## src/rtl/bus_pkg.sv

```systemverilog
// Shared bus constants and packet field helpers, used by the per-driver FIFO,
// the arbiter bench and the scoreboard.
package bus_pkg;

  localparam int unsigned PCKG_DEF  = 16;
  localparam int unsigned DEPTH_DEF = 2;
  localparam logic [7:0]  BROD_ID   = 8'd16;

  // Destination ID sits in the top byte of a packet.
  function automatic logic [7:0] pkt_dest(input logic [PCKG_DEF-1:0] pkt);
    return pkt[PCKG_DEF-1 -: 8];
  endfunction

  function automatic logic [PCKG_DEF-9:0] pkt_payload(input logic [PCKG_DEF-1:0] pkt);
    return pkt[PCKG_DEF-9:0];
  endfunction

endpackage

```

## src/rtl/bus_driver_fifo.sv

```systemverilog
// Per-driver transmit FIFO: first-word fall-through head for the bus arbiter,
// plus sticky overflow/underflow flags and a saturating drop counter.
module bus_driver_fifo
  import bus_pkg::*;
#(
  parameter int unsigned PCKG  = PCKG_DEF,
  parameter int unsigned DEPTH = DEPTH_DEF,
  parameter int unsigned CNTW  = 8
) (
  input  logic                     clk,
  input  logic                     reset,
  input  logic                     wr_en,
  input  logic [PCKG-1:0]          wr_data,
  output logic                     full,
  input  logic                     pop,
  output logic [PCKG-1:0]          D_pop,
  output logic                     pndng,
  output logic [$clog2(DEPTH):0]   count,
  output logic                     ovf,
  output logic                     unf,
  output logic [CNTW-1:0]          drops,
  input  logic                     clr_status
);

  localparam int unsigned AW = $clog2(DEPTH);
  localparam int unsigned CW = AW + 1;
  localparam logic [CW-1:0]   FullCnt = CW'(DEPTH);
  localparam logic [CNTW-1:0] DropMax = '1;

  logic [PCKG-1:0] mem_q [DEPTH];
  logic [AW-1:0]   rp_q, rp_d, wp_q, wp_d;
  logic [CW-1:0]   cnt_q, cnt_d;
  logic            ovf_q, ovf_d, unf_q, unf_d;
  logic [CNTW-1:0] drops_q, drops_d;

  logic accept, drop, valid_pop, empty_pop;

  // Decodes come from the count register only, never from inputs.
  always_comb begin
    full      = (cnt_q == FullCnt);
    pndng     = (cnt_q != '0);
    valid_pop = pop && pndng;
    empty_pop = pop && !pndng;
    accept    = wr_en && (!full || pop);
    drop      = wr_en && full && !pop;
  end

  always_comb begin
    rp_d  = rp_q;
    wp_d  = wp_q;
    cnt_d = cnt_q;
    if (accept)    wp_d = wp_q + AW'(1);
    if (valid_pop) rp_d = rp_q + AW'(1);
    if (accept && !valid_pop)      cnt_d = cnt_q + CW'(1);
    else if (valid_pop && !accept) cnt_d = cnt_q - CW'(1);
  end

  always_ff @(posedge clk) begin
    if (!reset) begin
      rp_q  <= '0;
      wp_q  <= '0;
      cnt_q <= '0;
    end else begin
      rp_q  <= rp_d;
      wp_q  <= wp_d;
      cnt_q <= cnt_d;
    end
  end

  // Storage is intentionally not reset; the empty mux hides stale contents.
  always_ff @(posedge clk) begin
    if (reset && accept) mem_q[wp_q] <= wr_data;
  end

  // A clear and a same-cycle event: the event wins on top of the cleared value.
  always_comb begin
    ovf_d   = clr_status ? 1'b0 : ovf_q;
    unf_d   = clr_status ? 1'b0 : unf_q;
    drops_d = clr_status ? '0 : drops_q;
    if (drop) begin
      ovf_d = 1'b1;
      if (drops_d != DropMax) drops_d = drops_d + CNTW'(1);
    end
    if (empty_pop) unf_d = 1'b1;
  end

  always_ff @(posedge clk) begin
    if (!reset) begin
      ovf_q   <= 1'b0;
      unf_q   <= 1'b0;
      drops_q <= '0;
    end else begin
      ovf_q   <= ovf_d;
      unf_q   <= unf_d;
      drops_q <= drops_d;
    end
  end

  assign D_pop = pndng ? mem_q[rp_q] : '0;
  assign count = cnt_q;
  assign ovf   = ovf_q;
  assign unf   = unf_q;
  assign drops = drops_q;

endmodule

```

## config.mk

```make
export PLATFORM = sky130hd
export DESIGN_NAME = bus_driver_fifo
export DESIGN_NICKNAME = d
export VERILOG_FILES = /design/src/rtl/bus_pkg.sv /design/src/rtl/bus_driver_fifo.sv
export SDC_FILE = /design/constraint.sdc
export NUM_CORES = 1
export LEC_CHECK = 0
export BUFFER_PORTS_ARGS = -buffer_cell sky130_fd_sc_hd__buf_2
export CAP_MARGIN = 10
export CORE_MARGIN = 3
export CORE_UTILIZATION = 55
export CTS_CLUSTER_DIAMETER = 120
export DETAILED_ROUTE_END_ITERATION = 16
export GPL_TIMING_DRIVEN = 0
export PLACE_DENSITY = 0.92
export SLEW_MARGIN = 5
export SYNTH_ARGS = -nofsm -noshare
export SYNTH_HDL_FRONTEND = slang
export SYNTH_SLANG_ARGS = --single-unit
```

## constraint.sdc

```tcl
create_clock -name clk -period 5.23 [get_ports clk]
set_clock_uncertainty 0.05 [all_clocks]
set_input_delay 1.046 -clock clk [delete_from_list [all_inputs] [get_ports clk]]
set_output_delay 1.046 -clock clk [all_outputs]
set_load 0.005 [all_outputs]
```

# == Word-level counts from Yosys, hierarchy flattened ==
# Memory sizes are Yosys's and may differ from the RTL's. A register that Yosys moved wholly into a read port is not among the register bits.
# Index checks and enable logic that the tools add are counted.
# totals
mem_bits_rw,32
reg_bits,14
output_inout_bits,30
word_cells,45
n_memories,1
# memory_table
name,depth,word_bits,rd,rd_ports_with_merged_regs,wr,line,source
mem_q,2,16,1,1,1,bus_driver_fifo.sv:30,logic [PCKG-1:0] mem_q [DEPTH];
# op_classes
mux,13
eq_ne,2
n_reduce_logical,18
n_addsub,5
# ops
operator,count
$mux W8,3
$mux W16,1
$add A8 B1 Y8 const B,1
$logic_and A1 B1 Y1,8
$ne A8 B8 Y1 const B,1
$reduce_bool A2 Y1,4
$mux W1,7
$logic_not A1 Y1,5
$mux W2,2
$add A1 B1 Y1 const B,2
$add A2 B1 Y2 const B,1
$eq A2 B2 Y1 const B,1
$sub A2 B1 Y2 const B,1
$logic_or A1 B1 Y1,1

# == Longest topological paths before layout ==
# logic_depth
ltp_word,8
ltp_mapped,6

# == Worst setup path before layout ==
# No wires, ideal clock.
# synth_timing
path_type,input -> register
from,in reset
to,mem mem_q[0][0] (netlist name) (enable)
path_buffers,1
arrival_ps,2009
setup_time_ps,388
stages,3
slack_ps,2782
cell_sequence,clkbuf_1 > nand2_1 > nor2_1
# synth_via
elab_chain_cells,3
# synth_rtl
item,line,source
"start, declared",bus_driver_fifo.sv:11,"input logic reset,"
$logic_and A1 B1 Y1,bus_driver_fifo.sv:72,if (reset && accept) mem_q[wp_q] <= wr_data;
$mux W1,bus_driver_fifo.sv:72,
$mux W1 (not written as such),bus_driver_fifo.sv:72,
"end, declared",bus_driver_fifo.sv:30,
# Every way passes these cells.

# == Final worst setup path ==
# layout_timing
from,reg cnt_q[0] (netlist: count[0])
to,out D_pop[10]
# layout_via
elab_chain_cells,2
# layout_rtl
item,line,source
"start, declared",bus_driver_fifo.sv:32,"logic [CW-1:0] cnt_q, cnt_d;"
"start signal, assigned",bus_driver_fifo.sv:66,cnt_q <= cnt_d;
$reduce_bool A2 Y1,bus_driver_fifo.sv:41,pndng = (cnt_q != '0);
$mux W16,bus_driver_fifo.sv:99,assign D_pop = pndng ? mem_q[rp_q] : '0;
"end, declared",bus_driver_fifo.sv:16,"output logic [PCKG-1:0] D_pop,"
# Every way passes these cells.

==> impl_metrics.json <==
{
  "rows": 20,
  "hold_path_depth": 2,
  "rr_worst_depth": 5,
  "grt_overflow_total": 0,
  "hpwlAfterDp_mm": 2.75,
  "grt_pass1_vias": 1383,
  "avgSynthCellArea_um2": 13.0,
  "syn-num-nets": 169,
  "cts_hold_buf": 0,
  "yosys-top-cells-area": "edfxtp_1, dfxtp_1, mux2i_1, nor2_1, and2_1",
  "drt-wirelength-per-cell_um": 14.9,
  "fin_ws_ns": 2.14,
  "grt_max_degree": 17,
  "grt_antenna_before_repair": 0,
  "postRouteAntennaNets": 0,
  "fin_crit_sh": 0.590,
  "hp-class": "register to register",
  "fmax_mhz": 324,
  "synth_top_area_share": 0.503,
  "htreeDepth": 2,
  "syn-cell-area_um2": 1910,
  "cts_tree": "done",
  "dp_slack_ns": 2.20,
  "ys_top_cells_by_count": "edfxtp_1, nor2_1, mux2i_1, dfxtp_1",
  "clock-sinks": 47,
  "outcome": "finished clean",
  "cp_data_required_time_ns": 4.13,
  "hold_slack_ns": 0.489,
  "path_clk_slew_ns": 0.14,
  "die_y_um": 64.9,
  "layout.nets": 226,
  "p_sw_frac": 0.293,
  "reg2reg_from": "count[1]",
  "core_um2": 3180,
  "clockPowerShare": 0.228,
  "syn_to_final_growth_pct": 20.5,
  "p_comb_frac": 0.293,
  "p_int_mw": 0.660,
  "netSwitchingPower_mw": 0.274,
  "dieWidth_um": 64.9,
  "drtIter0Drc": 36,
  "synth_edf_count": 32,
  "cts_buffer_depth": 2,
  "timing.setup.tns_ns": 0,
  "slew_headroom": 0.474,
  "hold_path_end": "drops[0]",
  "fin_crit_ns": 3.09,
  "cp-start-kind": "register",
  "hp-start": "drops[1]",
  "routed_wl_mm": 3.72,
  "powerDensity_nw_per_um2": 406,
  "diodes": 0,
  "synth_ff_type": "edfxtp_1",
  "seqPwrFrac": 0.478,
  "grt_use_total": 0.188,
  "post_cts_buffers": 0,
  "place_area_um2": 2210,
  "synth_area_leader_cell": "edfxtp_1",
  "cp-end-kind": "output port",
  "async_flop_share": 0,
  "cts_repair_resize_count": 0,
  "drt-vias-per-instance": 5.47,
  "gp_congestion": 0.749,
  "stdcell_area_um2": 2300,
  "cap_violations": 0,
  "worst_pin_slew_ns": 0.789,
  "cts_root_buf": "clkbuf_4",
  "ys_seq_area_frac": 0.661,
  "synth_seq_cells": 47,
  "initial_core_util": 0.601,
  "grt_pass1_wl_mm": 6.10,
  "clock_latency_ns": 0.34,
  "crit_arrival_ns": 1.99,
  "r2r_setup_slack_ns": 3.35,
  "crit_path_max_fanout": 10,
  "syn_inst": 147,
  "finalSetupViolations": 0,
  "vdd.ir_drop.worst_mv": 0.180,
  "p_leak_nw": 0.923,
  "place.port_buffers": 50,
  "drc": 0,
  "num_vias": 1363,
  "critPathKind": "register to output port",
  "firstDrtPassIters": 4,
  "r2r-end": "count[1]",
  "drive_gt1_frac": 0.307,
  "die_area_um2": 4210,
  "fin_util": 0.724,
  "rsz0062_at_grt": "false",
  "yosysWarnings": 0,
  "hold_viol": 0,
  "cts_buffers": 5,
  "top_level_ports": 51,
  "yosysUniqueCellTypes": 36,
  "yosysMostFrequentCell": "edfxtp_1",
  "maxSlewViolCount": 0
}
==> power groups by stage <==
| stage | Sequential (mW) | Clock (mW) | Combinational (mW) |
|---|---|---|---|
| after global routing | 0.450 | 0.234 | 0.305 |
| after global placement | 0.452 | 0 | 0.263 |
| after floorplan | 0.452 | 0 | 0.169 |
| after detailed placement | 0.455 | 0 | 0.274 |
| after CTS | 0.446 | 0.217 | 0.276 |
| final | 0.447 | 0.213 | 0.274 |
==> through the flow <==
stage,std cells,power (mW)
2_1_floorplan,147,0.622
3_3_place_gp,241,0.715
3_5_place_dp,241,0.729
4_1_cts,249,0.939
5_1_grt,249,0.988
6_report,249,0.934
==> routing by layer <==
| layer | vias to the layer above | track usage | wire [um] |
|---|---|---|---|
| li1 | 647 | - | - |
| met5 | - | 0 | 0 |
| met1 | 655 | 0.208 | 1410 |
| met3 | 6 | 0.0607 | 266 |
| met4 | 0 | 0.0660 | 47 |
| met2 | 55 | 0.336 | 2000 |
==> cells in the final DEF, fill, tap and decap left out, types with 2 or more instances in the layout <==
| master | count |
|---|---|
| mux2i_1 | 17 |
| nand2_1 | 5 |
| xnor2_1 | 2 |
| dfxtp_1 | 15 |
| or3_1 | 2 |
| nand3_1 | 2 |
| clkbuf_1 | 3 |
| a22oi_1 | 2 |
| buf_2 | 51 |
| nor2b_1 | 4 |
| o21ai_0 | 4 |
| a21oi_1 | 5 |
| inv_1 | 5 |
| nor2_1 | 21 |
| edfxtp_1 | 32 |
| clkbuf_4 | 5 |
| xor2_1 | 2 |
| and2_1 | 5 |
==> cells by family after synthesis <==
kind of cell,synth area share
DFF,0.661
buffers and inverters,0.0242
adders and majority gates,0.00655
xor gates and xnor gates,0.0184
AOI/OAI and AO/OA,0.0557
and+or+nand+nor,0.145
muxes,0.0891
==> state kept, by name, indices dropped and copies added, names as in the netlist, named ones only <==
| register | flops |
|---|---|
| count | 2 |
| wp_q | 1 |
| unf | 1 |
| rp_q | 1 |
| ovf | 1 |
| mem_q | 32 |
| drops | 8 |
==> cell type report <==
| type | count | area, um^2 |
|---|---|---|
| sequential | 47 | 1260 |
| fill | 243 | 877 |
| multi-input combinational | 90 | 604 |
| timing repair buffer | 50 | 250 |
| tap | 44 | 55.1 |
| clock inverter | 3 | 46.3 |
| clock buffer | 5 | 37.5 |
| buffer | 5 | 27.5 |
| inverter | 5 | 18.8 |
==> worst max path at each step <==
stage / slack, ns / from / cells past startpoint / end
global placement: 2.28 / reset / 4 / mem_q[0][13]
global route: 1.97 / count[0] / 5 / D_pop[6]
CTS: 2.13 / count[0] / 5 / D_pop[10]
finish: 2.14 / count[0] / 5 / D_pop[10]
detailed placement: 2.20 / reset / 4 / mem_q[0][13]
floorplan: 2.78 / reset / 3 / mem_q[0][0]
==> critical path: stages (launching register included) <==
cell,delay [ns]
dfxtp_1,0.35
buf_6,0.13
nor2_1,0.53
clkbuf_1,0.40
nor2_1,0.10
buf_2,0.14
(Power assumes the default switching activity.)
